--- config.mk ---
export PLATFORM = sky130hd
export DESIGN_NAME = tc_tile_sched
export DESIGN_NICKNAME = d
export VERILOG_FILES = /design/src/rtl/tc_pkg.sv /design/src/rtl/tc_sched_tag_fifo.sv /design/src/rtl/tc_tile_sched.sv
export SDC_FILE = /design/constraint.sdc
export NUM_CORES = 1
export LEC_CHECK = 0
export ABC_AREA = 1
export CAP_MARGIN = 5
export CORE_MARGIN = 1
export CORE_UTILIZATION = 42
export CTS_CLUSTER_SIZE = 8
export DETAILED_ROUTE_END_ITERATION = 8
export RECOVER_POWER = 50
export SLEW_MARGIN = 20
export SYNTH_ARGS = -nofsm -noshare
export SYNTH_HDL_FRONTEND = slang
export SYNTH_HIERARCHICAL = 1
export SYNTH_SLANG_ARGS = --single-unit
--- constraint.sdc ---
create_clock -name clk -period 5.45 [get_ports clk]
set_clock_uncertainty 0.1 [all_clocks]
set_input_delay 0.545 -clock clk [delete_from_list [all_inputs] [get_ports clk]]
set_output_delay 0.545 -clock clk [all_outputs]
set_load 0.05 [all_outputs]
--- src/rtl/tc_pkg.sv ---
// Shared types and constants for the tensor-core tile scheduler.
// Holds the state encoding, psum flag codes, pointer sentinel and ceil-division helper.
package tc_pkg;

  typedef enum logic [2:0] {
    ST_IDLE     = 3'd0,
    ST_ISSUE    = 3'd1,
    ST_WAIT_RET = 3'd2,
    ST_DRAIN    = 3'd3,
    ST_DONE     = 3'd4
  } tc_state_e;

  localparam logic [1:0] PSUM_FINISH = 2'b11;
  localparam logic [1:0] PSUM_VALID  = 2'b01;

  // Wide enough for any pointer width up to 64; consumers slice to their width.
  localparam logic [63:0] PTR_SENTINEL = 64'hFFFF_FFFF_FFFF_FFFF;

  function automatic int unsigned ceil_div(input int unsigned x, input int unsigned t);
    return (x + t - 32'd1) / t;
  endfunction

endpackage

--- src/rtl/tc_sched_tag_fifo.sv ---
// In-order tag FIFO holding the {m,n} tile tag of every outstanding command.
// Push is ignored when full and pop when empty, so callers may strobe freely.
module tc_sched_tag_fifo #(
  parameter int W     = 64,
  parameter int DEPTH = 4
) (
  input  logic                         clk,
  input  logic                         reset_n,
  input  logic                         i_push,
  input  logic [W-1:0]                 i_data,
  input  logic                         i_pop,
  output logic [W-1:0]                 o_head,
  output logic                         o_full,
  output logic                         o_empty,
  output logic [$clog2(DEPTH+1)-1:0]   o_count
);

  localparam int AW = (DEPTH > 1) ? $clog2(DEPTH) : 1;
  localparam int CW = $clog2(DEPTH + 1);

  logic [W-1:0]  r_mem [DEPTH];
  logic [AW-1:0] r_wr_ptr;
  logic [AW-1:0] r_rd_ptr;
  logic [CW-1:0] r_count;
  logic          w_push_ok;
  logic          w_pop_ok;

  function automatic logic [AW-1:0] ptr_inc(input logic [AW-1:0] p);
    if (p == AW'(DEPTH - 1)) return {AW{1'b0}};
    else return p + AW'(1);
  endfunction

  assign o_full    = (r_count == CW'(DEPTH));
  assign o_empty   = (r_count == {CW{1'b0}});
  assign o_count   = r_count;
  assign o_head    = r_mem[r_rd_ptr];
  assign w_push_ok = i_push && !o_full;
  assign w_pop_ok  = i_pop && !o_empty;

  // Storage array; contents are only meaningful below the count, so no reset.
  always_ff @(posedge clk) begin
    if (w_push_ok) r_mem[r_wr_ptr] <= i_data;
  end

  // Read/write pointers and occupancy count.
  always_ff @(posedge clk or negedge reset_n) begin
    if (!reset_n) begin
      r_wr_ptr <= {AW{1'b0}};
      r_rd_ptr <= {AW{1'b0}};
      r_count  <= {CW{1'b0}};
    end else begin
      if (w_push_ok) r_wr_ptr <= ptr_inc(r_wr_ptr);
      if (w_pop_ok)  r_rd_ptr <= ptr_inc(r_rd_ptr);
      case ({w_push_ok, w_pop_ok})
        2'b10:   r_count <= r_count + CW'(1);
        2'b01:   r_count <= r_count - CW'(1);
        default: r_count <= r_count;
      endcase
    end
  end

endmodule

--- src/rtl/tc_tile_sched.sv ---
// Tile-loop scheduler: walks the (m,k,n) tile space, issues MAC commands, tags them
// in an in-order FIFO and steers the psum accumulator as results return.
module tc_tile_sched
  import tc_pkg::*;
#(
  parameter int M           = 16,
  parameter int K           = 16,
  parameter int N           = 16,
  parameter int M_TILE      = 4,
  parameter int K_TILE      = 4,
  parameter int N_TILE      = 4,
  parameter int DW_INT      = 32,
  parameter int OUTSTANDING = 4
) (
  input  logic              clk,
  input  logic              reset_n,
  input  logic              start,
  output logic              cmd_valid,
  input  logic              cmd_ready,
  output logic [DW_INT-1:0] cmd_m,
  output logic [DW_INT-1:0] cmd_k,
  output logic [DW_INT-1:0] cmd_n,
  input  logic              res_valid,
  output logic              psum_enable,
  output logic              psum_add_valid,
  output logic [DW_INT-1:0] psum_ptr_row,
  output logic [DW_INT-1:0] psum_ptr_col,
  input  logic [1:0]        psum_out_flag,
  output logic              busy,
  output logic              done,
  output logic              err_overflow
);

  localparam int unsigned IM = ceil_div(M, M_TILE);
  localparam int unsigned IK = ceil_div(K, K_TILE);
  localparam int unsigned IN = ceil_div(N, N_TILE);
  localparam logic [DW_INT-1:0] IM_LAST = DW_INT'(IM - 1);
  localparam logic [DW_INT-1:0] IK_LAST = DW_INT'(IK - 1);
  localparam logic [DW_INT-1:0] IN_LAST = DW_INT'(IN - 1);
  localparam logic [DW_INT-1:0] SENT    = PTR_SENTINEL[DW_INT-1:0];
  localparam int FW = 2 * DW_INT;
  localparam int CW = $clog2(OUTSTANDING + 1);

  tc_state_e         r_state;
  logic [DW_INT-1:0] r_m;
  logic [DW_INT-1:0] r_k;
  logic [DW_INT-1:0] r_n;
  logic              r_busy;
  logic              r_done;
  logic              r_err;

  logic              w_full;
  logic              w_empty;
  logic [CW-1:0]     w_count;
  logic [FW-1:0]     w_head;
  logic              w_cmd_valid;
  logic              w_push;
  logic              w_add_valid;
  logic              w_last;

  assign w_cmd_valid = (r_state == ST_ISSUE) && !w_full;
  assign w_push      = w_cmd_valid && cmd_ready;
  assign w_add_valid = res_valid && !w_empty;
  assign w_last      = (r_m == IM_LAST) && (r_k == IK_LAST) && (r_n == IN_LAST);

  tc_sched_tag_fifo #(
    .W     (FW),
    .DEPTH (OUTSTANDING)
  ) u_tag_fifo (
    .clk     (clk),
    .reset_n (reset_n),
    .i_push  (w_push),
    .i_data  ({r_m, r_n}),
    .i_pop   (w_add_valid),
    .o_head  (w_head),
    .o_full  (w_full),
    .o_empty (w_empty),
    .o_count (w_count)
  );

  assign cmd_valid      = w_cmd_valid;
  assign cmd_m          = r_m;
  assign cmd_k          = r_k;
  assign cmd_n          = r_n;
  assign psum_enable    = r_busy;
  assign psum_add_valid = w_add_valid;
  assign psum_ptr_row   = w_add_valid ? w_head[FW-1:DW_INT] : {DW_INT{1'b0}};
  // Sentinel keeps the accumulator's column match from firing on idle cycles.
  assign psum_ptr_col   = w_add_valid ? w_head[DW_INT-1:0] : SENT;
  assign busy           = r_busy;
  assign done           = r_done;
  assign err_overflow   = r_err;

  // Scheduler FSM, tile counters and registered status outputs.
  always_ff @(posedge clk or negedge reset_n) begin
    if (!reset_n) begin
      r_state <= ST_IDLE;
      r_m     <= {DW_INT{1'b0}};
      r_k     <= {DW_INT{1'b0}};
      r_n     <= {DW_INT{1'b0}};
      r_busy  <= 1'b0;
      r_done  <= 1'b0;
      r_err   <= 1'b0;
    end else begin
      r_done <= 1'b0;
      if (res_valid && w_empty) r_err <= 1'b1;
      case (r_state)
        ST_IDLE: begin
          if (start) begin
            r_state <= ST_ISSUE;
            r_m     <= {DW_INT{1'b0}};
            r_k     <= {DW_INT{1'b0}};
            r_n     <= {DW_INT{1'b0}};
            r_err   <= 1'b0;
            r_busy  <= 1'b1;
          end
        end
        ST_ISSUE: begin
          if (w_push) begin
            if (r_n == IN_LAST) begin
              r_n <= {DW_INT{1'b0}};
              if (r_k == IK_LAST) begin
                r_k <= {DW_INT{1'b0}};
                if (r_m == IM_LAST) r_m <= {DW_INT{1'b0}};
                else r_m <= r_m + DW_INT'(1);
              end else begin
                r_k <= r_k + DW_INT'(1);
              end
            end else begin
              r_n <= r_n + DW_INT'(1);
            end
            if (w_last) r_state <= ST_WAIT_RET;
          end
        end
        // Only reachable after the final handshake, so an empty FIFO means all tiles returned.
        ST_WAIT_RET: begin
          if (w_count == {CW{1'b0}}) r_state <= ST_DRAIN;
        end
        ST_DRAIN: begin
          if (psum_out_flag == PSUM_FINISH) begin
            r_state <= ST_DONE;
            r_busy  <= 1'b0;
            r_done  <= 1'b1;
          end
        end
        ST_DONE: begin
          r_state <= ST_IDLE;
        end
        default: begin
          r_state <= ST_IDLE;
          r_busy  <= 1'b0;
        end
      endcase
    end
  end

endmodule

* Word level (Yosys, flattened, before mapping) *
Memory sizes are Yosys's and may differ from the RTL's.
Cells that the tools add are included.

operators by class
  add/subtract/negate cells = 7
  equality and inequality tests = 20
  muxes and demuxes = 34
  bitwise gates (word level) = 1
  reduce and logical (&&, ||, !) cells = 20

operators with widths
  kind                                                   count
  2-to-1 mux 32 bit                                      12
  case mux 32 bit (2 select lines)                       3
  adder 32 x 1 -> 32 bit (second input constant)         3
  equality test 32 x 2 -> 1 bit (second input constant)  3
  2-to-1 mux 3 bit                                       5
  case mux 3 bit (4 select lines)                        1
  AND reduction 5 bit                                    2
  2-to-1 mux 1 bit                                       9
  equality test 2 bit (second input constant)            4
  logical AND 1 bit                                      8
  != test 2 x 1 -> 1 bit (second input constant)         4
  equality test 3 x 2 -> 1 bit (second input constant)   2
  equality test 3 bit (second input constant)            2
  logical NOT 3 bit                                      2
  != test 2 bit (second input constant)                  3
  case mux 3 bit (2 select lines)                        1
  AND reduction 3 bit                                    2
  adder 2 x 1 -> 2 bit (second input constant)           2
  2-to-1 mux 2 bit                                       2
  AND reduction 4 bit                                    1
  nonzero test 2 bit                                     2
  adder 3 x 1 -> 3 bit (second input constant)           1
  equality test 3 x 1 -> 1 bit (second input constant)   1
  case mux 1 bit (3 select lines)                        1
  other kinds (5)                                        6

word-level totals
  register bits after elaboration = 109
  bits in writable memories = 256
  input bits = 7
  output and inout bits = 166
  word-level logic and storage cells = 93
  memories = 1

memories
  name              words  width  read ports  clocked after Yosys merged registers in  write ports  line                     source
  u_tag_fifo.r_mem  4      64     1           0                                        1            tc_sched_tag_fifo.sv:21  logic [W-1:0] r_mem [DEPTH];

* Depth between registers and ports, before layout *
Gate-level depths: netlist of run 1.

  depth after elaboration = 7
  gate-level depth with buffers = 15
  mapped depth without buffers = 15

* Hierarchy *
The synthesis of run 1 kept the hierarchy.

by module, submodules not included
  module             instances  cells an instance  area an instance (µm²)  seq. area each (µm²)
  tc_sched_tag_fifo  1          807                10692.8                 7862.5
  tc_tile_sched      1          1237               7569.8                  2552.4

* Worst setup path before layout of run 1 *
OpenSTA, ideal clock, no wires.

  path kind = reg-to-reg
  start point = register r_state[2]
  end point = memory u_tag_fifo.r_mem[0][0], enable pin
  setup time = 487 ps
  arrival = 4228 ps
  required time = 4863 ps
  path slack = 635 ps
  stages on the path, launching flop included = 8
  buffers on the path = 0
  clock period less this slack = 4815 ps
  path through = dfrtp_1 > nor2_2 > nand2_2 > nor2_2 > nand2_2 > inv_1 > nand2_1 > nor2_1

between the ends
  word-level cells in the longest chain between the ends = 6

RTL lines
  item                                    line                     source
  from (decl)                             tc_tile_sched.sv:44      tc_state_e r_state;
  from (signal assigned)                  tc_tile_sched.sv:97      r_state <= ST_IDLE;
  from (signal assigned)                  tc_tile_sched.sv:110     r_state <= ST_ISSUE;
  from (signal assigned)                  tc_tile_sched.sv:132     if (w_last) r_state <= ST_WAIT_RET;
  equality test 3 x 1 -> 1 bit            tc_tile_sched.sv:61      assign w_cmd_valid = (r_state == ST_ISSUE) && !w_full;
  logical AND 1 bit                       tc_tile_sched.sv:61
  named net cmd_valid                     tc_tile_sched.sv:18      output logic cmd_valid,
  logical AND 1 bit                       tc_tile_sched.sv:62      assign w_push = w_cmd_valid && cmd_ready;
  named net w_push                        tc_tile_sched.sv:57      logic w_push;
  logical AND 1 bit                       tc_sched_tag_fifo.sv:37  assign w_push_ok = i_push && !o_full;
  2-to-1 mux 1 bit                        tc_sched_tag_fifo.sv:42  if (w_push_ok) r_mem[r_wr_ptr] <= i_data;
  2-to-1 mux 1 bit (implied by the code)  tc_sched_tag_fifo.sv:42
  to (decl)                               tc_sched_tag_fifo.sv:21

The timed path passes the listed nets, and every way through them passes these cells.

* Final worst setup path of run 1 *
  start point = register r_state[1]
  end point = register r_m[14], in the netlist cmd_m[14]

between the ends
  word-level cells in the longest chain between the ends = 5
  elaborated cells between the ends (all ways) = 11
  those cells by class = eq/ne (5); mux (1); reduce/logical (5)

RTL lines
  item                              line                                       source
  equality test 3 x 1 -> 1 bit      tc_tile_sched.sv:61, tc_tile_sched.sv:107
  logical AND 1 bit                 tc_tile_sched.sv:61
  logical AND 1 bit                 tc_tile_sched.sv:62
  != test 2 x 1 -> 1 bit (no line)  n/a
  AND reduction 5 bit (no line)     n/a
  to (signal assigned)              tc_tile_sched.sv:98                        r_m <= {DW_INT{1'b0}};
  to (signal assigned)              tc_tile_sched.sv:111                       r_m <= {DW_INT{1'b0}};
  to (signal assigned)              tc_tile_sched.sv:124                       if (r_m == IM_LAST) r_m <= {DW_INT{1'b0}};
  to (decl)                         tc_tile_sched.sv:45                        logic [DW_INT-1:0] r_m;

Parallel ways exist; a longest one is shown, timed or not.
A chain may end at the register's enable or synchronous reset.

==> impl_metrics.csv, run 1 <==
group,metric,value,unit
place,place_inst,2737,
final_layout,final_nets,2223,
sta,slew_violations,146,
yosys,yosysMostFrequentCell,"nand2_1",
yosys,synth_area,18300,µm²
yosys,synth-simple-area-share,0.244,
grt,grt_pass1_vias,13513,
yosys,synth-edff-count,256,
yosys,syn_area_per_cell,8.93,µm²
sta,setup_viol,0,
sta,maxSlewHeadroom,-1.24,
clock_tree,cts_hold_buf,1,
clock_tree,cts_num_sinks,365,
route,avgRoutedWirePerCell,17.6,µm
floorplanning,die_y,211,µm
worst_setup_path,crit_top_cell,"nand2_1",
route,totalWireLength,49800,µm
pwr,peakVddDrop,0.240,mV
worst_setup_path,path_max_fanout,56,
floorplanning,io_pins,173,
worst_setup_path,cp.arrival,4890,ps
yosys,synth_cells,2044,
floorplanning,core,43000,µm²
place,hpwl,32900,µm
clock_tree,post_cts_buffers,0,
yosys,ys_top_cells_by_count,"574 x nand2_1, 288 x inv_1, 256 x edfxtp_1",
yosys,ys_seq_area_frac,0.570,
status,violations,"max-capacitance violations, max-slew violations",
sta,period_minus_slack,4470,ps
grt,grt_pass1_wl,77800,µm
route,dr.pass1.iters,5,
yosys,syn-num-nets,2061,
min_path,hold_path.class,"reg -> reg",
sta,tightest_slew,3360,ps
yosys,yosys_most_used_dff,"edfxtp_1",
yosys,synthArstFlopShare,0.299,
final_layout,fin_util,0.506,
route,viasPerCell,5.06,
pwr,p_leak,8.88,nW
worst_setup_path,max_stage_delay,1290,ps
clock_tree,worstSkewPairLatency,590,ps
final_layout,num_antenna_cells,0,
grt,antenna_found_initial,0,
yosys,synth_top_area_share,0.421,
final_layout,final_cell_count_no_fill,2830,
sta,finalSetupTns,0,ps
clock_tree,cts-root-buf,"clkbuf_16",
yosys,synthMuxAreaShare,0,
route,via_count,14307,
sta,fmax,223,MHz
final_layout,area_growth,19.2,%
final_layout,fill_cells,4079,
yosys,synthAdderAreaFrac,0.00726,
floorplanning,initial_core_util,0.425,
worst_setup_path,critPathSlowestCell,"nand2_1",
clock_tree,cts_tree,"done",
sta,fin_crit_sh,0.821,
yosys,synth-xor-area-share,0.0110,
sta,hold_viol,0,
grt,grt_max_degree,118,
grt,gr-total-overflow,0,
final_layout,ff_latch_area,10400,µm²
worst_setup_path,end_kind,"register",
clock_tree,clk_pin_slew,50,ps
worst_setup_path,crit_chain,"nor2_1 > nand2_2 > clkbuf_1 > inv_1 > o21ai_0 > nand2_1 > nor2_4 > nand2_1 > nand2_1",
worst_setup_path,critPathRequiredTime,5870,ps
pwr,p_per_area,463,nW/µm²
yosys,synth_area_leaders,"edfxtp_1 42%, dfrtp_1 15%, nand2_1 12%, inv_1 5.9%, o211ai_1 5.2%",
run,cap_violations,3,
yosys,ys_warn_count,6,
clock_tree,cts-resized-gates,0,
yosys,synth_top_family_by_area,"simple AND/OR/NAND/NOR gates",
clock_tree,clockBufferDepth,3,
floorplanning,dieArea,44300,µm²
yosys,synth_cell_types,38,
clock_tree,cts_buffers,51,
clock_tree,htree_num_levels,2,
pwr,fin_total_pwr,10.1,mW
floorplanning,rows,76,
floorplanning,dieWidth,211,µm
worst_setup_path,crit_type,"reg -> reg",
route,drtIter0Drc,988,
yosys,synth_top_area_cell,"edfxtp_1",
yosys,synth_compound_gate_area_share,0.0774,
grt,groute.usage.overall,0.228,
worst_setup_path,startpoint_type,"register",
sta,rsz0062_at_grt,"no",
status,outcome,"finished with violations",
place,placement.io_buffers,172,
yosys,ys_ff_latch,365,
final_layout,multi_input_area,6220,µm²
place,routabilityCongestion,0.917,
final_layout,drive_gt1_frac,0.0539,
route,ant_nets,0,
route,drt_drc_violations_left,0,
[state kept, by name (all words and copies together) (netlist names)]
register	flops
busy	1
cmd_k	32
cmd_m	32
cmd_n	32
done	1
err_overflow	1
r_state	3
u_tag_fifo/o_count	3
u_tag_fifo/r_mem	256
u_tag_fifo/r_rd_ptr	2
u_tag_fifo/r_wr_ptr	2
[cells in the final DEF, fill, tap and decap left out, drive strengths merged]
cell	Yosys	layout
a211o	1	1
a21o	3	3
a21oi	8	8
a31oi	3	3
and3	1	1
buf	62	12
clkbuf	16	93
clkdlybuf4s50	0	145
clkinv	1	1
dfrtp	109	109
dlygate4sd3	0	27
edfxtp	256	256
fa	1	1
ha	9	9
inv	291	293
nand2	577	577
nand3	125	125
nand3b	3	3
nand4	39	39
nor2	235	235
nor3	46	46
nor3b	1	1
nor4	1	1
o211a	1	1
o211ai	128	128
o21ai	68	68
or2	36	36
xnor2	6	6
xor2	17	17
[metal layers]
metal / wire [µm] / vias up / track usage
met5: 0 / - / 0
met4: 1130 / 0 / 0.0620
met3: 2550 / 74 / 0.0387
met2: 22700 / 334 / 0.365
met1: 23400 / 6837 / 0.321
li1: - / 7062 / -
[cell type report]
type,instances,area share
flip-flops and latches,365,0.479
multi-input cells,1309,0.286
repair buffers,187,0.0843
clock buffers,90,0.0658
inverters,292,0.0504
well taps,585,0.0336
clock inverters,2,0.00132
[final timing paths]
check | from | end | slack [ps] | depth (start not counted)
worst max register to register | r_state[1] | cmd_m[14] | 980 | 9
worst max-delay path | r_state[1] | cmd_m[14] | 980 | 9
worst min-delay path | u_tag_fifo/o_count[0] | u_tag_fifo/o_count[0] | 400 | 1
min in group asynchronous | reset_n | cmd_n[13] | 1570 | 2
worst min register to register | u_tag_fifo/o_count[0] | u_tag_fifo/o_count[0] | 400 | 1
max in group asynchronous | reset_n | u_tag_fifo/r_rd_ptr[0] | 1300 | 2
[cell families (layout without fill, tap and decap cells)]
kind of cell | after synthesis | count (layout)
AND/OR/NAND/NOR | 1064 | 1064
buffers and inverters | 370 | 571
flip-flops | 365 | 365
AO/OA/AOI/OAI | 212 | 212
XOR/XNOR | 23 | 23
adder cells (fa/ha/maj) | 10 | 10
[per-stage QoR]
step                worst slack (ps)  hold slack [ps]  area (µm²)
floorplan                        635              149       18300
CTS                             1270              401       21800
detailed placement              1750              390       20300
finish                           975              403       21800
global route                     483              440       21800
global placement                1860              388       20300
[where the power goes]
| group | internal, mW | total (mW) | switching (mW) |
|---|---|---|---|
| logic | 1.04 | 3.66 | 2.63 |
| clock network | 1.76 | 2.93 | 1.17 |
| registers | 3.27 | 3.48 | 0.209 |
| total | 6.07 | 10.1 | 4.01 |
[worst max-delay path, delay by kind of cell, from the launching register on]
kind	cells	cell delay [ps]
AO/OA/AOI/OAI	1	290
buffers and inverters	2	1100
flip-flops	1	380
AND/OR/NAND/NOR	6	2510
Power figures use the tool's default switching activity.
==> run 2: changes to the inputs <==
clock period = 3.6 ns   (was 5.45 ns; I/O delays follow)
==> run 2 against run 1 <==
The run still ends with max-capacitance violations, max-slew violations left. Clock power is 55% higher. Final area is 0.19% higher. Sequential share of layout area is 0.091 points lower. Critical path depth is 3 lower. Largest power group unchanged.
==> impl_metrics.csv, run 2 (synthesized netlist as in run 1, its figures left out) <==
group,metric,value,unit
route,avgRoutedWirePerCell,17.8,µm
clock_tree,cts_tree,"done",
floorplanning,io_pins,173,
clock_tree,worstSkewPairLatency,590,ps
final_layout,area_growth,19.4,%
sta,maxSlewHeadroom,-0.0435,
route,viasPerCell,5.05,
final_layout,final_cell_mix,"576 x nand2_1, 287 x inv_1, 256 x edfxtp_1",
grt,antenna_found_initial,0,
worst_setup_path,crit_type,"reg -> out",
grt,grt_pass1_wl,79000,µm
clock_tree,clk_pin_slew,60,ps
route,via_count,14343,
grt,use_met1,0.317,
clock_tree,cts-root-buf,"clkbuf_16",
route,drt_drc_violations_left,0,
route,totalWireLength,50600,µm
place,hpwl,33600,µm
floorplanning,dieWidth,211,µm
grt,grt_max_degree,76,
grt,use_met2,0.375,
sta,finalSetupTns,0,ps
status,violations,"max-capacitance violations, max-slew violations",
sta,fin_crit_sh,0.925,
pwr,p_per_area,701,nW/µm²
final_layout,num_antenna_cells,0,
route,dr.pass1.iters,5,
worst_setup_path,path_max_fanout,75,
route,ant_nets,0,
place,placed_cell_area,20400,µm²
pwr,peakVddDrop,0.378,mV
final_layout,final_cell_area,21800,µm²
final_layout,final_nets,2232,
sta,setup_viol,0,
place,placement.io_buffers,172,
sta,tightest_slew,1570,ps
floorplanning,die_y,211,µm
run,cap_violations,2,
grt,grt_pass1_vias,13860,
sta,hold_viol,0,
grt,groute.usage.overall,0.231,
final_layout,largest_register_ffs,256,
clock_tree,cts_buffers,52,
clock_tree,post_cts_buffers,0,
grt,met3_usage,0.0349,
sta,period_minus_slack,3330,ps
sta,fmax,300,MHz
floorplanning,initial_core_util,0.425,
clock_tree,cts_num_sinks,365,
worst_setup_path,startpoint_type,"register",
place,routabilityCongestion,0.916,
route,drtIter0Drc,1049,
worst_setup_path,cp.arrival,2870,ps
final_layout,drive_gt1_frac,0.0860,
status,outcome,"finished with violations",
clock_tree,clockBufferDepth,3,
floorplanning,dieArea,44300,µm²
grt,gr-total-overflow,0,
floorplanning,core,43000,µm²
final_layout,mostFrequentLayoutCell,"nand2_1",
worst_setup_path,critPathRequiredTime,3140,ps
floorplanning,rows,76,
min_path,hold_path.class,"reg -> reg",
worst_setup_path,end_kind,"primary output",
sta,rsz0062_at_grt,"no",
clock_tree,htree_num_levels,2,
grt,top_usage_layer,"met2",
sta,slew_violations,76,
pwr,fin_total_pwr,15.3,mW
pwr,p_leak,9.04,nW
final_layout,largest-register,"u_tag_fifo/r_mem",
## run 2: changes by cell type in the layout (fill, tap and decap cells not counted), sizes merged
cell           previous run  this run
clkdlybuf4s50           145        83
clkinv                    1         2
inv                     293       294
buf                      12        82
dlymetal6s4s              0         1
clkbuf                   93        96
dlygate4sd3              27        25
## run 2: critical path, cell delays in order, from the launching register on
cell and delay [ps]:
dfrtp_4 910, buf_4 430, nand2_1 100, o211ai_1 90, nand2_1 130, or2_2 320
buf_4 190
## run 2: metrics by stage
step | std cells | util | setup WS [ps] | hold slack, ps
CTS | 2842 | 0.509 | 194 | 348
detailed placement | 2745 | 0.473 | 792 | 385
global placement | 2745 | 0.473 | 860 | 383
floorplan | 2044 | - | -188 | -35.6
finish | 2842 | 0.507 | 270 | 394
global route | 2842 | 0.507 | 73.5 | 419
## run 2: power by group
| part | switching, mW | internal, mW |
|---|---|---|
| Sequential | 0.324 | 4.94 |
| Combinational | 3.97 | 1.52 |
| Clock | 1.80 | 2.73 |
| Total | 6.10 | 9.19 |
## run 2: what timing repair did
item	in CTS	in global routing
gates resized for setup	0	1
hold buffers	1	0
hold endpoints to repair	54	0
endpoints found under the setup margin	0	64
## run 2: layout make-up
type | instances | area [µm²]
fillers | 4074 | 21200
flip-flops and latches | 365 | 10400
multi-input cells | 1309 | 6200
repair buffers | 195 | 1840
clock buffers | 92 | 1460
inverters | 292 | 1100
well taps | 585 | 732
clock inverters | 4 | 53.8
## run 2: worst paths after layout
| path | start | end | slack (ps) | cells past startpoint |
|---|---|---|---|---|
| hold / removal | err_overflow | err_overflow | 390 | 2 |
| min in group asynchronous | reset_n | cmd_n[11] | 600 | 2 |
| setup reg to reg | u_tag_fifo/o_count[1] | u_tag_fifo/r_mem[0][11] | 300 | 9 |
| max in group asynchronous | reset_n | u_tag_fifo/r_rd_ptr[0] | 1770 | 3 |
| setup / recovery | u_tag_fifo/r_rd_ptr[0] | psum_ptr_col[22] | 270 | 6 |
| hold reg to reg | err_overflow | err_overflow | 390 | 2 |
## run 2: per-layer routing
| layer | vias up | part of all wire |
|---|---|---|
| met3 | 82 | 0.053 |
| li1 | 7080 | - |
| met4 | 0 | 0.028 |
| met5 | - | 0 |
| met2 | 392 | 0.47 |
| met1 | 6789 | 0.45 |
